<file path="src/rtl/piso_tx.sv">
// Parallel-in/serial-out transmitter: one WIDTH-bit word in over valid/ready, one bit out per accepted beat.
// Define PISO_PARITY_EN to append an even-parity beat after the data bits.
module piso_tx #(
   parameter int WIDTH     = 4,
   parameter bit MSB_FIRST = 1'b0
) (
   input  logic             clk,
   input  logic             reset,
   input  logic [WIDTH-1:0] parallel_in,
   input  logic             load_valid,
   output logic             load_ready,
   output logic             serial_out,
   output logic             serial_valid,
   input  logic             serial_ready,
   output logic             serial_last,
   output logic             busy,
   output logic             done
);

   // state | meaning
   // IDLE  | waiting for a word, load_ready high
   // SHIFT | word in flight, one beat offered per cycle

`ifdef PISO_PARITY_EN
   localparam int TOTAL = WIDTH + 1;
`else
   localparam int TOTAL = WIDTH;
`endif
   localparam int SW = TOTAL;
   localparam int CW = $clog2(WIDTH + 2);

   typedef enum logic {
      IDLE  = 1'b0,
      SHIFT = 1'b1
   } state_t;

   state_t        state_q, state_d;
   logic [SW-1:0] shift_q, shift_d;
   logic [SW-1:0] load_word;
   logic [CW-1:0] cnt_q, cnt_d;
   logic          done_q, done_d;
   logic          last_beat;

   // Parity sits at the far end of the register so it leaves after the data bits.
   always_comb begin
      load_word = '0;
`ifdef PISO_PARITY_EN
      if (MSB_FIRST)
         load_word = {parallel_in, ^parallel_in};
      else
         load_word = {^parallel_in, parallel_in};
`else
      load_word = parallel_in;
`endif
   end

   assign last_beat = (cnt_q == CW'(TOTAL - 1));

   always_comb begin
      state_d = state_q;
      shift_d = shift_q;
      cnt_d   = cnt_q;
      done_d  = 1'b0;
      case (state_q)
         IDLE: begin
            if (load_valid) begin
               shift_d = load_word;
               cnt_d   = '0;
               state_d = SHIFT;
            end
         end
         SHIFT: begin
            if (serial_ready) begin
               if (MSB_FIRST)
                  shift_d = {shift_q[SW-2:0], 1'b0};
               else
                  shift_d = {1'b0, shift_q[SW-1:1]};
               cnt_d = cnt_q + 1'b1;
               if (last_beat) begin
                  state_d = IDLE;
                  done_d  = 1'b1;
               end
            end
         end
         default: state_d = IDLE;
      endcase
   end

   always_ff @(posedge clk) begin
      if (!reset) begin
         state_q <= IDLE;
         shift_q <= '0;
         cnt_q   <= '0;
         done_q  <= 1'b0;
      end else begin
         state_q <= state_d;
         shift_q <= shift_d;
         cnt_q   <= cnt_d;
         done_q  <= done_d;
      end
   end

   assign load_ready   = (state_q == IDLE);
   assign busy         = (state_q == SHIFT);
   assign serial_valid = busy;
   assign serial_out   = MSB_FIRST ? shift_q[SW-1] : shift_q[0];
   assign serial_last  = busy && last_beat;
   assign done         = done_q;

endmodule

</file>
<file path="config.mk">
export PLATFORM = sky130hd
export DESIGN_NAME = piso_tx
export DESIGN_NICKNAME = d
export VERILOG_FILES = /design/src/rtl/piso_tx.sv
export SDC_FILE = /design/constraint.sdc
export NUM_CORES = 1
export LEC_CHECK = 0
export CORE_AREA = 2 2 39 41
export CTS_CLUSTER_DIAMETER = 150
export CTS_CLUSTER_SIZE = 12
export DETAILED_ROUTE_END_ITERATION = 10
export DIE_AREA = 0 0 41 43
export GPL_TIMING_DRIVEN = 0
export SYNTH_ARGS = -nofsm -noshare
export SYNTH_HDL_FRONTEND = slang
export SYNTH_SLANG_ARGS = --single-unit
</file>
<file path="constraint.sdc">
create_clock -name clk -period 2.6 [get_ports clk]
set_input_delay 0.52 -clock clk [delete_from_list [all_inputs] [get_ports clk]]
set_output_delay 0.52 -clock clk [all_outputs]
set_load 0.02 [all_outputs]
</file>
==> reports/metrics.csv, run 1 <==
stage;metric;value;unit
status;outcome;complete, no violations;
clock_network;CTS tree;yes;
synth;number of flops mapped to enable cells by yosys;0;
critical_path;Slowest cell on crit path;clkdlybuf4s50_1;
die;std cell rows;14;
drt;Detail Route Antenna Nets;0;
power_and_ir_drop;Sw Share;0.2475;
synth;Synth top area share;0.4444;
synth;Post-Synth Simple-Gate Area;0.1080;
critical_path;CP endpoint kind;output port;
grt;first-pass GRT wire length;1.207;mm
grt;initial antenna violation count;0;
grt;GR Overflow Total;0;
synth;Post-Synth Adder-Cell Area;0.06173;
critical_path;worst-path fanout max;3;
synth;top cells by count, synth;dfxtp_1 (9), nor2_1 (6), mux2i_1 (4), a211oi_1 (3), inv_1 (3);
die;Die W;41;um
synth;largest family of logic cells by synthesized area;compound AO/OA/AOI/OAI gates;
synth;post-synthesis cell area;405.4;um2
synth;Post-Syn Area per Cell;9.888;um2
clock_network;root buffer cell;clkbuf_4;
placed_design;Routability Congestion;0.6376;
grt;vias in the first global route;299;
synth;Cells after Synth;41;
synth;Syn. warnings;0;
synth;post-synth top area cell;dfxtp_1;
timing;Final Hold Vio Count;0;
timing;Fmax;0.4517;GHz
power_and_ir_drop;Power Total;0.3137;mW
cells_and_area;share of layout cells above drive strength 1;0.1379;
timing;Slew Limit Fails;0;
placed_design;Port Buf Inserts;13;
timing;RSZ-0062 raised after global routing;false;
grt;pin count of the biggest net entering global routing;11;
critical_path;CP dominant cell by count;ha_1;
synth;flops & latches, synth;9;
power_and_ir_drop;internal power;0.2361;mW
critical_path;crit path kind;reg -> out;
drt;First-pass DRT Iterations;4;
synth;sequential share of the synthesized area;0.4444;
power_and_ir_drop;Clock Power Share;0.337;
drt;via count;345;
timing;final setup violation count;0;
synth;Post-Synth XOR/XNOR Area;0;
critical_path;CP required;2080;ps
die;die area;1763;um2
synth;Synth Flop Type;dfxtp_1;
cells_and_area;Final nets;69;
power_and_ir_drop;Static Leakage;0.2313;nW
timing;Slew Limit Headroom;0.8765;
critical_path;Critical Path AT;1690;ps
synth;top post-synthesis cells by area;dfxtp_1 (44%), mux2i_1 (9.9%), ha_1 (6.2%), a211oi_1 (5.6%), nor2_1 (5.6%);
synth;Synth cell types;17;
timing;actual slew at the worst max-slew pin;180.2;ps
clock_network;Num CTS Buffers;3;
timing;clock skew;5.388;ps
die;initial core utilization;0.2929;
drt;via/cell ratio;4.662;
clock_network;cts hold-fix bufs;0;
synth;Synth Area in Compound Gates;0.1852;
critical_path;CP cell instances;ha_1, ha_1, and2_2, clkdlybuf4s50_1;
timing;crit share post-route;0.8514;
power_and_ir_drop;worst vdd ir;0.2140;mV
critical_path;element type at the critical path start;flop;
critical_path;cell family with most CP delay;buffers and inverters;
die;Die Span Y;43;um
synth;multiplexer area fraction after synthesis;0.1358;
critical_path;CP peak stage delay;530;ps
synth;top-count cell post-synth;dfxtp_1;
cells_and_area;P&R area growth vs syn;43.52;%
clock_network;post-cts sizing count;0;
drt;wire per inst;10.12;um
worst_hold_path;Worst Hold Class;reg -> reg;
drt;WL final;749;um
clock_network;Reg clk slew, reported paths;60;ps
critical_path;Critical path buffers and inverters;1;
timing;fin crit period;2214;ps
clock_network;CTS sink cnt;9;
placed_design;hpwl dp;552;um
clock_network;Max clock buf depth;2;
die;core box area;1384;um2
drt;DRC Markers;0;
power_and_ir_drop;Comb pwr share;0.183;
clock_network;worst skew pair latency;260;ps
run;max-cap violations;0;
clock_network;setup bufs post-CTS;0;
synth;syn nets;51;
synth;FFs w/ async S/R, synth;0;
die;IO Count;14;
clock_network;H-tree levels;1;
drt;initial drt markers;2;
power_and_ir_drop;Sequential Power Share;0.481;
cells_and_area;ANT cells;0;
grt;GRT Total Usage;0.1087;
timing;setup TNS;0;ps
power_and_ir_drop;Cell Pwr Density;539.3;nW/um2
power_and_ir_drop;switching power;0.07764;mW
## registers in the layout, summed over array words and instances (netlist names)
signal / cells
cnt_q: 3
shift_q: 4
done: 1
busy: 1
## cell usage in the layout (no fill, tap or decap), drive strengths merged
cell type / count
a31oi: 1
clkdlybuf4s50: 13
dfxtp: 9
a21oi: 1
mux2: 1
o22ai: 1
clkbuf: 4
a211oi: 4
ha: 2
nor2: 6
and2: 2
inv: 3
o21ai: 1
buf: 2
nand2: 2
mux2i: 4
a32oi: 2
## worst paths after layout
path | cells past startpoint | from | slack, ps | to
max | 4 | cnt_q[0] | 390 | serial_last
min | 1 | cnt_q[0] | 490 | cnt_q[0]
max reg2reg | 4 | cnt_q[0] | 1470 | cnt_q[2]
min reg2reg | 1 | cnt_q[0] | 490 | cnt_q[0]
## logic make-up after synthesis
family / after synthesis
compound gates: 10
simple gates: 10
flops: 9
buf+inv: 5
mux: 5
fa+ha+maj: 2
## per-stage QoR
step / worst slack (ps) / cells / util / hold WS (ps) / cell area [um2]
final: 386.3 / 74 / 0.4204 / 494.3 / 581.8
after global routing: 284.8 / 74 / 0.4204 / 523.3 / 581.8
after CTS: 362.1 / 74 / 0.4204 / 498.3 / 581.8
after detailed placement: 653.2 / 70 / 0.4014 / 488.2 / 555.5
after global placement: 643.2 / 70 / 0.4014 / 474.8 / 555.5
after floorplan: 1151 / 41 / - / 453.5 / 405.4
## worst register-to-register path: stages, from the launching register on
cell	delay, ps
dfxtp_1	330
ha_1	200
ha_1	260
o22ai_1	150
and2_1	130
## metal layers
metal  routed length, um  track usage  part of all wire
met1                 309       0.1262              0.41
met2                 357       0.1375              0.48
met3                  67      0.03665             0.089
met4                  14       0.1200             0.019
met5                   0            0                 0
## final cells by class
type | instances | area, um2
fillers | 152 | 802.0
inverters | 3 | 11.26
repair buffers | 13 | 130.1
plain buffers | 2 | 15.01
well taps | 16 | 20.02
flip-flops and latches | 9 | 180.2
multi-input cells | 27 | 198.9
clock buffers | 4 | 26.28
## power groups by stage
| stage | Combinational, mW | Sequential, mW | Clock [mW] |
|---|---|---|---|
| floorplan | 0.0293 | 0.156 | 0 |
| global placement | 0.0582 | 0.154 | 0 |
| detailed placement | 0.0582 | 0.154 | 0 |
| CTS | 0.0585 | 0.151 | 0.113 |
| global route | 0.0630 | 0.152 | 0.122 |
| finish | 0.0573 | 0.151 | 0.106 |
(Power assumes the default switching activity.)
==> inputs of run 2 (changes only) <==
--- a/config.mk
+++ b/config.mk
@@ -5,12 +5,14 @@
 export SDC_FILE = /design/constraint.sdc
 export NUM_CORES = 1
 export LEC_CHECK = 0
+export ABC_AREA = 0
 export CORE_AREA = 2 2 39 41
 export CTS_CLUSTER_DIAMETER = 150
 export CTS_CLUSTER_SIZE = 12
 export DETAILED_ROUTE_END_ITERATION = 10
 export DIE_AREA = 0 0 41 43
 export GPL_TIMING_DRIVEN = 0
+export HOLD_SLACK_MARGIN = 0.03
 export SYNTH_ARGS = -nofsm -noshare
 export SYNTH_HDL_FRONTEND = slang
 export SYNTH_SLANG_ARGS = --single-unit
==> results of run 2 <==
Same layout as run 1: the final DEF is identical, and so are final timing and power.
==> inputs of run 3 (changes only) <==
==> constraint.sdc (replaced) <==
create_clock -name clk -period 2.27 [get_ports clk]
set_input_delay 0.454 -clock clk [delete_from_list [all_inputs] [get_ports clk]]
set_output_delay 0.454 -clock clk [all_outputs]
set_load 0.02 [all_outputs]
==> results of run 3 <==
Same layout as run 1 (identical final DEF). Status: complete, no violations.
Main changes from that run: setup slack after placement 653.2 ps -> 389.2 ps; setup slack after layout 386.3 ps -> 122.3 ps; register-to-register setup slack 1470 ps -> 1140 ps; total power 0.3137 mW -> 0.3594 mW; worst IR drop on VDD 0.2140 mV -> 0.2451 mV
